## src/rtl/leg_mem_pkg.sv

```systemverilog
// Shared types and constants for the data-memory bus master.
package leg_mem_pkg;

  localparam int unsigned WORD_BYTES = 4;

  typedef enum logic [1:0] {
    REQ_RD     = 2'b00,
    REQ_WR     = 2'b01,
    REQ_FILL   = 2'b10,
    REQ_EVFILL = 2'b11
  } mem_req_t;

  typedef enum logic [2:0] {
    StIdle,
    StSingle,
    StWriteback,
    StFill,
    StDone
  } mbm_state_t;

endpackage

```

## src/rtl/mem_beat_timer.sv

```systemverilog
// Beat index within a line plus per-beat wait counter; both restart on clr.
module mem_beat_timer #(
  parameter int unsigned WORDS_PER_LINE = 4,
  parameter int unsigned TIMEOUT_CYCLES = 16,
  localparam int unsigned IdxW = $clog2(WORDS_PER_LINE),
  localparam int unsigned CntW = $clog2(TIMEOUT_CYCLES + 1)
) (
  input  logic            clk,
  input  logic            reset,
  input  logic            clr,
  input  logic            beat_ok,
  input  logic            waiting,
  output logic [IdxW-1:0] beat,
  output logic            last_beat,
  output logic            timed_out
);

  logic [IdxW-1:0] beat_q;
  logic [CntW-1:0] wait_q;

  always_ff @(posedge clk) begin
    if (reset || clr) begin
      beat_q <= '0;
      wait_q <= '0;
    end else if (beat_ok) begin
      wait_q <= '0;
      // Saturate on the last beat; the owner leaves the state on that completion.
      if (!last_beat) beat_q <= beat_q + 1'b1;
    end else if (waiting) begin
      wait_q <= wait_q + 1'b1;
    end
  end

  assign beat      = beat_q;
  assign last_beat = (beat_q == IdxW'(WORDS_PER_LINE - 1));
  assign timed_out = waiting && (wait_q == CntW'(TIMEOUT_CYCLES - 1));

endmodule

```

## src/rtl/mem_bus_master.sv

```systemverilog
// Data-cache to dmem bus initiator: single read/write, line fill, evict+fill with beat timeout.
module mem_bus_master
  import leg_mem_pkg::*;
#(
  parameter int unsigned WORDS_PER_LINE = 4,
  parameter int unsigned TIMEOUT_CYCLES = 16,
  localparam int unsigned IdxW = $clog2(WORDS_PER_LINE)
) (
  input  logic            clk,
  input  logic            reset,
  input  logic            ReqValid,
  output logic            ReqReady,
  input  logic [1:0]      ReqType,
  input  logic [31:0]     ReqAddr,
  input  logic [31:0]     EvictAddr,
  input  logic [31:0]     ReqWData,
  output logic [IdxW-1:0] WBWordIdx,
  input  logic [31:0]     WBData,
  output logic            FillWe,
  output logic [IdxW-1:0] FillWordIdx,
  output logic [31:0]     FillData,
  output logic            ReqDone,
  output logic            ReqErr,
  output logic [31:0]     ReqRData,
  output logic            HSEL,
  output logic            re,
  output logic            we,
  output logic [31:0]     a,
  output logic [31:0]     wd,
  input  logic [31:0]     rd,
  input  logic            Valid
);

  localparam int unsigned ByteW = $clog2(WORD_BYTES);
  localparam int unsigned LineW = IdxW + ByteW;

  mbm_state_t          state_q, state_d;
  mem_req_t            req_type_q;
  logic [31:ByteW]     req_addr_q;
  logic [31:LineW]     evict_line_q;
  logic [31:0]         wdata_q;
  logic [31:0]         rdata_q;
  logic                err_q;

  logic                accept;
  logic                strobe;
  logic                beat_ok;
  logic                waiting;
  logic                clr;
  logic [IdxW-1:0]     beat;
  logic                last_beat;
  logic                timed_out;

  assign accept  = (state_q == StIdle) && ReqValid;
  assign strobe  = HSEL && (re || we);
  assign beat_ok = strobe && Valid;
  assign waiting = strobe && !Valid;
  assign clr     = (state_d != state_q);

  mem_beat_timer #(
    .WORDS_PER_LINE (WORDS_PER_LINE),
    .TIMEOUT_CYCLES (TIMEOUT_CYCLES)
  ) u_timer (
    .clk       (clk),
    .reset     (reset),
    .clr       (clr),
    .beat_ok   (beat_ok),
    .waiting   (waiting),
    .beat      (beat),
    .last_beat (last_beat),
    .timed_out (timed_out)
  );

  always_ff @(posedge clk) begin
    if (reset) begin
      state_q      <= StIdle;
      req_type_q   <= REQ_RD;
      req_addr_q   <= '0;
      evict_line_q <= '0;
      wdata_q      <= '0;
      rdata_q      <= '0;
      err_q        <= 1'b0;
    end else begin
      state_q <= state_d;
      if (accept) begin
        req_type_q   <= mem_req_t'(ReqType);
        req_addr_q   <= ReqAddr[31:ByteW];
        evict_line_q <= EvictAddr[31:LineW];
        wdata_q      <= ReqWData;
        err_q        <= 1'b0;
      end else if (timed_out) begin
        err_q <= 1'b1;
      end
      if (state_q == StSingle && beat_ok && req_type_q == REQ_RD) rdata_q <= rd;
    end
  end

  always_comb begin
    state_d     = state_q;
    HSEL        = 1'b0;
    re          = 1'b0;
    we          = 1'b0;
    a           = '0;
    wd          = '0;
    WBWordIdx   = '0;
    FillWe      = 1'b0;
    FillWordIdx = '0;
    unique case (state_q)
      StIdle: begin
        if (ReqValid) begin
          unique case (mem_req_t'(ReqType))
            REQ_RD, REQ_WR: state_d = StSingle;
            REQ_FILL:       state_d = StFill;
            REQ_EVFILL:     state_d = StWriteback;
            default:        state_d = StIdle;
          endcase
        end
      end
      StSingle: begin
        HSEL = 1'b1;
        re   = (req_type_q == REQ_RD);
        we   = (req_type_q == REQ_WR);
        a    = {req_addr_q, {ByteW{1'b0}}};
        wd   = wdata_q;
        if (Valid || timed_out) state_d = StDone;
      end
      StWriteback: begin
        HSEL      = 1'b1;
        we        = 1'b1;
        a         = {evict_line_q, beat, {ByteW{1'b0}}};
        wd        = WBData;
        WBWordIdx = beat;
        if (Valid && last_beat) state_d = StFill;
        else if (timed_out)     state_d = StDone;
      end
      StFill: begin
        HSEL        = 1'b1;
        re          = 1'b1;
        a           = {req_addr_q[31:LineW], beat, {ByteW{1'b0}}};
        FillWe      = Valid;
        FillWordIdx = beat;
        if ((Valid && last_beat) || timed_out) state_d = StDone;
      end
      StDone: state_d = StIdle;
      default: state_d = StIdle;
    endcase
  end

  assign ReqReady = (state_q == StIdle);
  assign ReqDone  = (state_q == StDone);
  assign ReqErr   = (state_q == StDone) && err_q;
  assign ReqRData = rdata_q;
  assign FillData = rd;

endmodule

```

## config.mk

```make
export PLATFORM = sky130hd
export DESIGN_NAME = mem_bus_master
export DESIGN_NICKNAME = d
export VERILOG_FILES = /design/src/rtl/leg_mem_pkg.sv /design/src/rtl/mem_beat_timer.sv /design/src/rtl/mem_bus_master.sv
export SDC_FILE = /design/constraint.sdc
export NUM_CORES = 1
export LEC_CHECK = 0
export ABC_AREA = 1
export BUFFER_PORTS_ARGS = -buffer_cell sky130_fd_sc_hd__buf_4
export CAP_MARGIN = 20
export CELL_PAD_IN_SITES_DETAIL_PLACEMENT = 1
export CELL_PAD_IN_SITES_GLOBAL_PLACEMENT = 1
export CORE_MARGIN = 4
export CORE_UTILIZATION = 28
export CTS_CLUSTER_SIZE = 12
export DETAILED_ROUTE_END_ITERATION = 10
export GPL_TIMING_DRIVEN = 0
export PLACE_DENSITY_LB_ADDON = 0.15
export SLEW_MARGIN = 20
export SYNTH_ARGS = -nofsm -noshare
export SYNTH_HDL_FRONTEND = slang
export SYNTH_SLANG_ARGS = --single-unit
```

## constraint.sdc

```tcl
create_clock -name clk -period 1.52 [get_ports clk]
set_input_delay 0.152 -clock clk [delete_from_list [all_inputs] [get_ports clk]]
set_output_delay 0.152 -clock clk [all_outputs]
set_load 0.02 [all_outputs]
```

* Yosys cells after proc, flatten, opt, wreduce, memory -nomap -nowiden *
Index checks and enable logic that the tools add are counted.

cells by class
  add/subtract/negate cells = 2
  equality and inequality tests = 11
  muxes and demuxes = 15
  bitwise gates (word level) = 1
  reductions and logical operators = 22

operators by type and width
  kind                                                  number
  case mux 32 bit (3 select lines)                      1
  case mux 32 bit (2 select lines)                      1
  two-way mux 3 bit                                     5
  case mux 3 bit (4 select lines)                       1
  logical AND 1 bit                                     9
  case mux 3 bit (3 select lines)                       1
  equality test 2 bit (second input constant)           3
  equality test 3 x 2 -> 1 bit (second input constant)  2
  OR reduction 2 bit                                    3
  adder 5 x 1 -> 5 bit (second input constant)          1
  equality test 5 x 4 -> 1 bit (second input constant)  1
  equality test 2 x 1 -> 1 bit (second input constant)  2
  logical NOT 2 bit                                     2
  logical OR 1 bit                                      4
  two-way mux 2 bit                                     2
  case mux 1 bit (2 select lines)                       2
  equality test 3 x 1 -> 1 bit (second input constant)  1
  equality test 3 bit (second input constant)           1
  logical NOT 3 bit                                     1
  != test 3 bit                                         1
  OR reduction 3 bit                                    1
  adder 2 x 1 -> 2 bit (second input constant)          1
  two-way mux 1 bit                                     2
  AND reduction 2 bit                                   1
  2 further kinds                                       2

word-level totals
  register bits = 135
  input bits = 166
  output and inout bits = 139

* Depth between registers and ports, before layout *
Gate-level depths: netlist of the first run.

  depth after elaboration = 12
  mapped depth = 12
  depth with buffers taken out = 12

* By module *
From an unflattened synthesis of the first run, not the netlist that was laid out.

second synthesis, totals
  cells, all modules = 805
  area, all modules = 6,024.5 sq um

by module, submodules not included
  module          times used  cells an instance  area an instance (sq um)  sequential area each (sq um)
  mem_bus_master  1           758                5,690.5                   2,562.5
  mem_beat_timer  1           47                 334.1                     140.1

* Worst setup path before layout of the first run *
No wires, ideal clock.

  path type = reg-to-reg
  from = register state_q[1]
  to = register evict_line_q[15] (netlist bit)
  data arrival time = 1,437 ps
  required time = 1,392 ps
  slack = -45 ps
  stages on the path, launching flop included = 9
  path buffers = 2
  cells stage by stage = dfxtp_1 -> nor2_1 -> inv_1 -> nor2_2 -> nand2_1 -> buf_2 -> clkbuf_1 -> o21ai_0 -> a21oi_1

between the ends
  word-level cells in the longest chain between the ends = 2

ends and longest elaborated chain
  what                    RTL line              source
  from (decl)             mem_bus_master.sv:37  mbm_state_t state_q, state_d;
  from (signal assigned)  mem_bus_master.sv:76  state_q <= StIdle;
  from (signal assigned)  mem_bus_master.sv:84  state_q <= state_d;
  logical NOT 3 bit       -
  via ReqReady            mem_bus_master.sv:12  output logic ReqReady,
  logical AND 1 bit       mem_bus_master.sv:54  assign accept = (state_q == StIdle) && ReqValid;
  to (signal assigned)    mem_bus_master.sv:88  evict_line_q <= EvictAddr[31:LineW];
  to (decl)               mem_bus_master.sv:40  logic [31:LineW] evict_line_q;

The timed path passes the listed nets, and every way through them passes these cells.
A chain may end at the register's enable or synchronous reset.

* Worst setup path after layout of the first run *
  from = register state_q[2]
  to = output port FillWe

between the ends
  word-level cells in the longest chain between the ends = 2

ends and longest elaborated chain
  what                          RTL line               source
  equality test 3 x 2 -> 1 bit  mem_bus_master.sv:108  unique case (state_q)
  two-way mux 1 bit             mem_bus_master.sv:108
  to (decl)                     mem_bus_master.sv:19   output logic FillWe,

Every way passes these cells.

==> out/summary.txt, run 1 <==
status: finished with violations
failing checks: negative hold slack, negative setup slack
Yosys reg bits: 135
Critical Path Start: state_q[2]$_SDFF_PP0_
RSZ-0062 raised after global routing: yes
worst min path class: in -> reg
Worst path slowest cell: dfxtp_4
Worst Setup EP: FillWe
# rows: 53
Internal Power: 8.098 mW
Sw Ratio: 0.3171
yosys warns: 0
Final TNS setup: -45.08 ns
Max clock buf depth: 2
area of the multi-input gates: 3296 um2
Avg Inst Size Synth: 7.674 um2
Clock Sinks: 135
Clk Tree Root Cell: clkbuf_16
Tcrit/Tclk final: 1.325
main combinational cell family by area after synthesis: compound AO/OA/AOI/OAI gates
DRC: 0
Max VDD drop: 0.6997 mV
fin crit period: 2.014 ns
IO Pins: 305
post-synthesis simple-gate area fraction: 0.07697
drt initial violations: 298
first-pass GRT wire length: 39.37 mm
Final Hold Vio Count: 3
proportion of synthesized area in mux cells: 0.003517
vias in the first global route: 7056
reg2reg start: state_q[2]$_SDFF_PP0_
Die ar.: 24010 um2
Routed WL: 27.13 mm
setup violators final: 137
Routed WL per cell: 18.38 um
Seq/Total Area, Yosys: 0.4469
Post-Synth Adder-Cell Area: 0.006207
largest net degree at the start of global routing: 17
Seq pwr share: 0.333
Reg area: 2714 um2
post-route worst setup slack: -0.4936 ns
H-tree depth: 4
share of cells above drive strength 1: 0.5133
die width: 155.0 um
Cell Area, Synth: 6047 um2
Worst-Skew Late Latency: 0.43 ns
largest stage delay on the critical path: 0.38 ns
Port Buffers: 296
Initial Utilization: 0.2859
area share of xor/xnor cells in the synthesized design: 0.004345
leading area contributor after synthesis: dfxtp_1
clock tree from TritonCTS: yes
Fin Clk Skew: 0.01543 ns
R2R setup slack: -0.44 ns
top post-synthesis cells by area: dfxtp_1, o21ai_0, inv_1
worst path cell trace: buf_12, nor2_4, buf_4, buf_6, inv_4, nor2_4, inv_4, nor2_2, buf_6
initial antenna violation count: 1
R2R depth: 15
post-place setup slack: -0.6687 ns
r2r endpoint: u_timer.wait_q[1]$_SDFFE_PP0P_
Leak: 4.950 nW
endpoint class of the critical path: output port
min-delay src: EvictAddr[15]
Slew @ Worst Pin: 0.7977 ns
Synth-to-Final Area Change: 94.62%
Num CTS Buffers: 17
Synth cell types: 31
Max Cap Violations: 0
Synth top area share: 0.4469
final net count: 1356
Arr. time, crit path: 1.86 ns
kind of start point of the critical path: register
combinational power share: 0.293
f_max: 496.6 MHz
GRT Util Overall: 0.2085
Pwr per Cell Area: 1008 nW/um2
1st-pass router iterations: 4
hold_ws: -0.005452 ns
critical path class: reg -> out
Compound-Gate Fraction of Synth Area: 0.2878
max-slew violation count: 0
Via Count: 6848
commonest non-fill, non-tap cell in the layout: buf_4
sw power: 3.761 mW
routability cong.: 0.7870
Gate Count Post-Synth: 788
Max FO, Critical Path: 4
Clock power frac: 0.374
Max-slew headroom: 0.4682
grt total ovfl: 0
die height: 155.0 um
clock-pin slew of the registers on the worst-case setup and hold paths: 0.07 ns
core area: 21150 um2
Vias/cell: 4.640
most frequent cells in the layout: buf_4, inv_1, dfxtp_1
CP required: 1.37 ns
fill count: 2408
hpwl dp: 18.06 mm
post-route ant nets: 0
repair_timing:
action / 4_1_cts / 5_1_grt
pin swaps: 2 / 12
cloned: 6 / 4
resized for setup: 254 / 222
endpoints found under the setup margin: 200 / 204
setup buffers: 12 / 17
hold endpoints to repair: 44 / 3
hold buffers: 42 / 3
synthesized netlist by cell type, drive strengths merged:
cell type / n
buf: 48
a31oi: 1
conb: 1
clkbuf: 37
o21ai: 157
o22ai: 31
ha: 3
mux2: 1
nand2: 53
nor2: 28
nand4: 1
a21oi: 129
xor2: 3
nor3: 1
nand3: 10
dfxtp: 135
mux2i: 1
inv: 148
per-layer routing:
layer	part of all wire	wire length, um	up-vias	track usage
met3	0.075	2039	26	0.06954
li1	-	-	3341	-
met2	0.52	14060	221	0.3628
met5	0	0	-	0
met4	0.017	449	0	0.05845
met1	0.39	10580	3260	0.2448
cells by family (layout without fill, tap and decap cells):
kind of cell | count (synthesis) | in the layout
adder cells (fa/ha/maj) | 3 | 3
AND/OR/NAND/NOR | 93 | 94
XOR/XNOR | 3 | 3
flip-flops | 135 | 135
multiplexers | 2 | 2
AO/OA/AOI/OAI | 318 | 318
buffers and inverters | 233 | 643
other | 1 | 3
power groups by stage:
stage	clock network, mW	registers [mW]	logic, mW
after floorplan	0	4.02	1.23
after global placement	0	4.01	2.25
after detailed placement	0	4.02	2.28
after CTS	4.51	3.94	3.03
after global routing	4.68	3.98	3.73
final	4.44	3.95	3.47
sequential cells by signal, indices dropped and copies added, names as in the netlist:
| register | cells |
|---|---|
| ReqRData | 32 |
| wdata_q | 32 |
| req_addr_q | 30 |
| evict_line_q | 28 |
| u_timer.wait_q | 5 |
| state_q | 3 |
| req_type_q | 2 |
| u_timer.beat | 2 |
| err_q | 1 |
metrics by stage:
stage / instances / power (mW) / instance area, um2 / utilization
floorplan: 789 / 5.248 / 6051 / -
global placement: 1360 / 6.255 / 8617 / 0.4073
detailed placement: 1360 / 6.295 / 8617 / 0.4073
CTS: 1452 / 11.48 / 10820 / 0.5114
global route: 1476 / 12.39 / 11770 / 0.5563
finish: 1476 / 11.86 / 11770 / 0.5563
cell type report:
| class | instances | share of cell area |
|---|---|---|
| Timing Repair Buffer | 378 | 0.2911 |
| Multi-Input combinational cell | 422 | 0.2800 |
| Sequential cell | 135 | 0.2306 |
| Buffer | 85 | 0.06581 |
| Inverter | 148 | 0.04965 |
| Clock buffer | 18 | 0.03732 |
| Tap cell | 275 | 0.02924 |
| Clock inverter | 14 | 0.01605 |
| Antenna cell | 1 | 0.0002126 |
how the worst min path moves through the flow:
| stage | endpoint | slack (ns) | cells after the start |
|---|---|---|---|
| 6_report | evict_line_q[15]$_SDFFE_PP0P_ | -0.005 | 3 |
| 5_1_grt | evict_line_q[15]$_SDFFE_PP0P_ | 0.00008 | 3 |
| 4_1_cts | req_addr_q[3]$_SDFFE_PP0P_ | 0.00006 | 3 |
| 3_5_place_dp | state_q[1]$_SDFF_PP0_ | 0.37 | 2 |
| 3_3_place_gp | state_q[2]$_SDFF_PP0_ | 0.37 | 2 |
| 2_1_floorplan | state_q[2]$_SDFF_PP0_ | 0.22 | 1 |
critical path: cells and delay by family, from the launching register on:
family        cells  cell delay (ns)
buf+inv           6             0.62
flops             1             0.38
simple gates      3             0.43
Note: power is estimated with default switching activity, not from simulation.
==> run 2: changes to the inputs <==
--- a/config.mk
+++ b/config.mk
@@ -11,7 +11,8 @@
 export CELL_PAD_IN_SITES_DETAIL_PLACEMENT = 1
 export CELL_PAD_IN_SITES_GLOBAL_PLACEMENT = 1
 export CORE_MARGIN = 4
-export CORE_UTILIZATION = 28
+export CORE_UTILIZATION = 29
+export CTS_BUF_LIST = sky130_fd_sc_hd__clkbuf_8
 export CTS_CLUSTER_SIZE = 12
 export DETAILED_ROUTE_END_ITERATION = 10
 export GPL_TIMING_DRIVEN = 0
==> run 2 against run 1 <==
  * The run ends with negative setup slack left
  * Sequential cell count unchanged
  * Worst hold slack better by 0.020 ns
  * Clock power down 32%
  * Maximum frequency up 3.3%
  * Via count up 5.4%
  * Combinational power up 3%
  * Global-route usage up 2.4 points
  * Design area up 2.4%
  * Worst setup slack better by 0.065 ns
  * Count of clock-buffer cells in the layout up 1
  * Wire length up 7.7%
  * Total power down 11%
  * Largest cell class unchanged
  * Highest routed layer unchanged
==> out/summary.txt, run 2 (synthesized netlist as in run 1, its figures left out) <==
first-pass GRT wire length: 43.17 mm (+9.7%)
Via Count: 7217 (+5.4%)
Placed Cells: 1355 (-0.37%)
GRT Util Overall: 0.2326 (+0.02419)
Clock Sinks: 135 (unchanged)
f_max: 513.1 MHz (+3.3%)
Cell Area, Placed: 8611 um2 (about the same)
largest stage delay on the critical path: 0.37 ns (about the same)
Power Total: 10.52 mW (-11%)
Max clock buf depth: 2 (unchanged)
Die ar.: 23230 um2 (-3.3%)
most frequent cells in the layout: buf_4, inv_1, dfxtp_1
Tcrit/Tclk final: 1.282 (-0.04255)
Max VDD drop: 0.5888 mV (-16%)
hpwl dp: 17.75 mm (-1.7%)
die height: 152.4 um (-1.6%)
status: finished with violations
most frequent CP cell: buf_12
Num CTS Buffers: 17 (unchanged)
Port Buffers: 296 (unchanged)
clock-pin slew of the registers on the worst-case setup and hold paths: 0.08 ns (about the same)
1st-pass router iterations: 4 (unchanged)
kind of start point of the critical path: register
Leak: 5.100 nW (+3.0%)
initial antenna violation count: 1 (unchanged)
largest net degree at the start of global routing: 17 (unchanged)
Pwr per Cell Area: 873.6 nW/um2 (-13%)
RSZ-0062 raised after global routing: yes
setup violators final: 204 (+49%)
Clk Tree Root Cell: clkbuf_8
Max Cap Violations: 0 (unchanged)
post-place setup slack: -0.6381 ns (+0.03059 ns)
Max-slew headroom: 0.5232 (+0.05501)
worst min path class: in -> reg
routability cong.: 0.7863 (about the same)
failing checks: negative setup slack
Max FO, Critical Path: 10 (+6)
Routed WL per cell: 18.97 um (+3.2%)
cell family with most CP delay: simple AND/OR/NAND/NOR gates
Slew @ Worst Pin: 0.7152 ns (-0.08252 ns)
Worst path slowest cell: dfxtp_4
clock tree from TritonCTS: yes
Final Hold Vio Count: 0 (-3)
Vias/cell: 4.686 (+1.0%)
vias in the first global route: 7808 (+11%)
drt initial violations: 282 (-5.4%)
commonest non-fill, non-tap cell in the layout: buf_4
H-tree depth: 4 (unchanged)
core area: 20360 um2 (-3.7%)
fin cells: 1540 (+4.3%)
final net count: 1426 (+5.2%)
post-route worst setup slack: -0.4289 ns (+0.06468 ns)
worst path cell trace: inv_4, nand2_4, nor2_4, buf_4, nand2_2, nand3_4, nand2_4, nor2_4, buf_12, buf_12, nand3_4, buf_12, a21oi_2
die width: 152.4 um (-1.6%)
IO Pins: 305 (unchanged)
critical path class: reg -> reg
Initial Utilization: 0.2969 (+0.01108)
max-slew violation count: 0 (unchanged)
grt total ovfl: 0 (unchanged)
Critical path buffers and inverters: 5 (-1)
fin util: 0.5915 (+0.03521)
Fin Clk Skew: 0.01163 ns (-0.003799 ns)
share of cells above drive strength 1: 0.4720 (-0.04131)
endpoint class of the critical path: register
fin crit period: 1.949 ns (-0.06468 ns)
Synth-to-Final Area Change: 99.21%
Routed WL: 29.21 mm (+7.7%)
DRC: 0 (unchanged)
# rows: 52 (-1.9%)
CP required: 1.90 ns (+0.53 ns)
hold_ws: 0.01472 ns (+0.02017 ns)
post-route ant nets: 0 (unchanged)
Worst-Skew Late Latency: 0.45 ns (+0.02 ns)
Final Cell Area: 12050 um2 (+2.4%)
Final TNS setup: -50.49 ns (-5.406 ns)
Arr. time, crit path: 2.33 ns (+0.47 ns)
run 2: final cells by class:
cell class | instances | area (um2)
Timing Repair Buffer | 447 | 4123
Antenna cell | 1 | 2.502
Multi-Input combinational cell | 423 | 3168
Clock buffer | 19 | 261.5
Tap cell | 270 | 337.8
Clock inverter | 12 | 126.4
Buffer | 85 | 740.7
Inverter | 148 | 575.6
Fill cell | 2316 | 8318
Sequential cell | 135 | 2711
run 2: metal layers:
| metal | GRT usage | wire length, um | part of all wire |
|---|---|---|---|
| met5 | 0 | 0 | 0 |
| met4 | 0.07791 | 665 | 0.023 |
| met2 | 0.4179 | 15310 | 0.52 |
| met1 | 0.2643 | 11460 | 0.39 |
| met3 | 0.06731 | 1774 | 0.061 |
run 2: tightest hold or removal path: cells and delay by family:
family / cells / cell delay (ns)
AOI/OAI and AO/OA: 2 / 0.19
buffers and inverters: 1 / 0.08
run 2: path summary, 6_finish.rpt:
path | from | endpoint | slack (ns) | cells after the start
max | state_q[2]$_SDFF_PP0_ | ReqRData[30]$_SDFFE_PP0P_ | -0.43 | 13
min reg2reg | ReqRData[0]$_SDFFE_PP0P_ | ReqRData[0]$_SDFFE_PP0P_ | 0.45 | 2
max reg2reg | state_q[2]$_SDFF_PP0_ | ReqRData[30]$_SDFFE_PP0P_ | -0.43 | 13
min | ReqWData[24] | wdata_q[24]$_SDFFE_PP0P_ | 0.01 | 3
run 2: what timing repair did:
item | 4_1_cts | 5_1_grt
gates resized for setup | 285 | 121
hold buffers | 118 | 0
endpoints found under the hold margin | 120 | 0
gates cloned | 11 | 2
buffers inserted | 18 | 4
pin swaps | 6 | 7
setup endpoints to repair | 200 | 207
run 2: power breakdown:
part	leakage (nW)	switching (mW)	internal, mW	total, mW
logic	3.79	1.92	1.64	3.56
clock network	0.197	1.48	1.53	3.01
registers	1.11	0.108	3.85	3.95
==> run 3: changes to the inputs <==
--- a/config.mk
+++ b/config.mk
@@ -20,4 +20,5 @@
 export SLEW_MARGIN = 20
 export SYNTH_ARGS = -nofsm -noshare
 export SYNTH_HDL_FRONTEND = slang
+export SYNTH_HIERARCHICAL = 1
 export SYNTH_SLANG_ARGS = --single-unit
==> run 3 against run 2 <==
  * The flow finishes with violations (negative hold slack, negative setup slack)
  * Sequential power about the same
  * Clock skew increased by 0.0074 ns
  * Non-clock buffer count increased by 36
  * Core utilization increased by 4.1 points
  * Synthesized area decreased by 0.37%
  * Combinational power increased by 5.6%
  * First-iteration DRC count increased by 13%
  * Sequential cell count unchanged
  * Global-route usage increased by 0.29 points
  * Highest routed layer unchanged
==> out/summary.txt, run 3 <==
DRC: 0 (unchanged)
Final Hold Vio Count: 1 (+1)
Seq pwr share: 0.369 (-0.007)
reg2reg start: state_q[0]$_SDFF_PP0_
Leak: 5.452 nW (+6.9%)
worst hold stages: 3 (unchanged)
largest net degree at the start of global routing: 17 (unchanged)
die height: 152.1 um (-0.18%)
Internal Power: 6.969 mW (-0.62%)
drt initial violations: 320 (+13%)
worst min path class: in -> reg
GRT Util Overall: 0.2355 (+0.002882)
Synth async-reset ratio: 0 (unchanged)
CP required: 1.37 ns (-0.53 ns)
EDFF count, synth: 0 (unchanged)
Clock power frac: 0.276 (-0.010)
Arr. time, crit path: 2.01 ns (-0.32 ns)
r2r endpoint: u_timer/beat[0]$_SDFFE_PP0P_
IO Pins: 305 (unchanged)
R2R setup slack: -0.62 ns (-0.19 ns)
routability cong.: 0.7899 (+0.46%)
1st-pass router iterations: 4 (unchanged)
post-place setup slack: -0.9123 ns (-0.2742 ns)
Via Count: 7672 (+6.3%)
critical path class: reg -> out
Sw Ratio: 0.3431 (+0.009388)
vias in the first global route: 7857 (+0.63%)
Avg Inst Size Synth: 7.484 um2 (-2.5%)
grt total ovfl: 0 (unchanged)
Routed WL per cell: 20.87 um (+10%)
Gate Count Post-Synth: 805 (+2.2%)
core area: 20360 um2 (unchanged)
Port Buffers: 296 (unchanged)
share of cells above drive strength 1: 0.5402 (+0.06819)
failing checks: negative hold slack, negative setup slack
hold_ws: -0.0003191 ns (-0.01504 ns)
Worst-Skew Late Latency: 0.46 ns (about the same)
predominant post-synthesis flop cell: dfxtp_1
setup violators final: 205 (+0.49%)
combinational power share: 0.355 (+0.017)
Antenna diodes: 0 (-1)
post-route worst setup slack: -0.6428 ns (-0.2138 ns)
Num CTS Buffers: 17 (unchanged)
count leader, synth: dfxtp_1
Hold Path End: evict_line_q[25]$_SDFFE_PP0P_
max-slew violation count: 0 (unchanged)
Die ar.: 23140 um2 (-0.35%)
Cell Area, Synth: 6025 um2 (-0.37%)
fin crit period: 2.163 ns (+0.2138 ns)
# rows: 52 (unchanged)
leading area contributor after synthesis: dfxtp_1
clock-pin slew of the registers on the worst-case setup and hold paths: 0.10 ns (+0.02 ns)
post-route ant nets: 0 (unchanged)
f_max: 462.4 MHz (-9.9%)
Clk Tree Root Cell: clkbuf_8
Final Cell Area: 12880 um2 (+6.9%)
Max-slew headroom: 0.4551 (-0.06813)
Slew @ Worst Pin: 0.8174 ns (+0.1022 ns)
H-tree depth: 4 (unchanged)
commonest non-fill, non-tap cell in the layout: buf_4
Synth top area share: 0.4486 (+0.001671)
top post-synthesis cells by area: dfxtp_1, a21oi_1, o21ai_0
RSZ-0062 raised after global routing: yes
Tcrit/Tclk final: 1.423 (+0.1407)
yosys warns: 6 (+6)
sw power: 3.640 mW (+3.6%)
kind of start point of the critical path: register
Vias/cell: 4.831 (+3.1%)
most common library cells after synthesis: dfxtp_1, nand2_1, a21oi_1
Cell Area, Placed: 8637 um2 (+0.31%)
final net count: 1474 (+3.4%)
R2R depth: 20 (+7)
Max Cap Violations: 0 (unchanged)
Pwr per Cell Area: 823.5 nW/um2 (-5.7%)
status: finished with violations
Max clock buf depth: 2 (unchanged)
Fin Clk Skew: 0.01905 ns (+0.007423 ns)
Max FO, Critical Path: 10 (unchanged)
Synth cell types: 29 (-6.5%)
hpwl dp: 18.15 mm (+2.3%)
first-pass GRT wire length: 44.04 mm (+2.0%)
Max VDD drop: 0.5440 mV (-7.6%)
Initial Utilization: 0.2958 (-0.001106)
min-delay src: EvictAddr[25]
Synth-to-Final Area Change: 113.9%
Yosys reg bits: 135 (unchanged)
endpoint class of the critical path: output port
die width: 152.1 um (-0.18%)
fill count: 2232 (-3.6%)
Routed WL: 33.14 mm (+13%)
Clock Sinks: 135 (unchanged)
clock tree from TritonCTS: yes
Critical Path Start: state_q[0]$_SDFF_PP0_
most frequent cells in the layout: buf_4, dfxtp_1, dlygate4sd3_1
Seq/Total Area, Yosys: 0.4486 (+0.001671)
initial antenna violation count: 0 (-1)
==> run 3: cell count changes after synthesis, moves of 16 or more <==
cell,delta
a21oi_1,+16
a21oi_2,-18
buf_2,+25
clkbuf_1,-26
inv_1,-30
nand2_1,+83
o21ai_0,-21
==> run 3: cells by family after synthesis <==
group | Yosys count | share of synthesized area
buf+inv | 208 | 0.1745
fa+ha+maj | 3 | 0.006231
compound gates | 284 | 0.2486
other cells | 1 | 0.0006225
xor+xnor | 1 | 0.001454
simple gates | 173 | 0.1200
flops | 135 | 0.4486
==> run 3: worst max path at each step <==
stage / cells after the start / slack (ns) / end
2_1_floorplan: 21 / -0.40 / u_timer/wait_q[3]$_SDFFE_PP0P_
3_3_place_gp: 21 / -0.86 / u_timer/wait_q[3]$_SDFFE_PP0P_
3_5_place_dp: 21 / -0.91 / u_timer/wait_q[3]$_SDFFE_PP0P_
4_1_cts: 14 / -0.57 / u_timer/wait_q[0]$_SDFFE_PP0P_
5_1_grt: 20 / -0.81 / u_timer/beat[0]$_SDFFE_PP0P_
6_report: 9 / -0.64 / wd[5]
==> run 3: metal layers <==
metal / wire length (um) / global-route usage
met1: 12790 / 0.2805
met2: 17700 / 0.4287
met3: 1747 / 0.05652
met4: 904 / 0.05394
met5: 0 / 0
==> run 3: final cells by class <==
| class | instances | area [um2] | area share |
|---|---|---|---|
| timing repair buffer | 481 | 4536 | 0.3520 |
| multi-input combinational | 463 | 3576 | 0.2776 |
| sequential | 135 | 2711 | 0.2104 |
| buffer | 87 | 865.8 | 0.06720 |
| inverter | 120 | 483.0 | 0.03749 |
| tap | 270 | 337.8 | 0.02622 |
| clock buffer | 18 | 247.7 | 0.01923 |
| clock inverter | 14 | 126.4 | 0.009809 |
==> run 3: critical path: stages, from the launching register on <==
cell and delay (ns):
dfxtp_2 0.34, buf_8 0.13, nand2_4 0.06, nor2_4 0.15, buf_4 0.13, buf_6 0.11
inv_8 0.07, bufbuf_16 0.28, o21ai_1 0.12, buf_4 0.16
==> run 3: power groups by stage <==
stage | Clock (mW) | Combinational, mW | Sequential, mW
CTS | 2.97 | 2.80 | 3.90
detailed placement | 0 | 2.10 | 3.98
finish | 2.93 | 3.76 | 3.92
floorplan | 0 | 1.13 | 4.00
global placement | 0 | 2.08 | 3.97
global route | 3.13 | 3.96 | 3.94
==> run 3: what timing repair did <==
action | in CTS | in global routing
resized for setup | 196 | 355
setup buffers | 33 | 16
hold buffers | 121 | 3
gates cloned | 3 | 15
endpoints found under the hold margin | 123 | 3
endpoints found under the setup margin | 83 | 200
pin swaps | 18 | 95
==> run 3: through the flow <==
stage / instances / util / total power [mW] / TNS, ns / hold WS, ns
floorplan: 806 / - / 5.128 / -2.440 / 0.2947
global placement: 1372 / 0.4241 / 6.048 / -11.01 / 0.4160
detailed placement: 1372 / 0.4241 / 6.082 / -12.41 / 0.4257
CTS: 1560 / 0.5540 / 9.671 / -36.80 / 0.0005687
global route: 1588 / 0.6326 / 11.04 / -86.27 / -0.002799
finish: 1588 / 0.6326 / 10.61 / -70.95 / -0.0003191
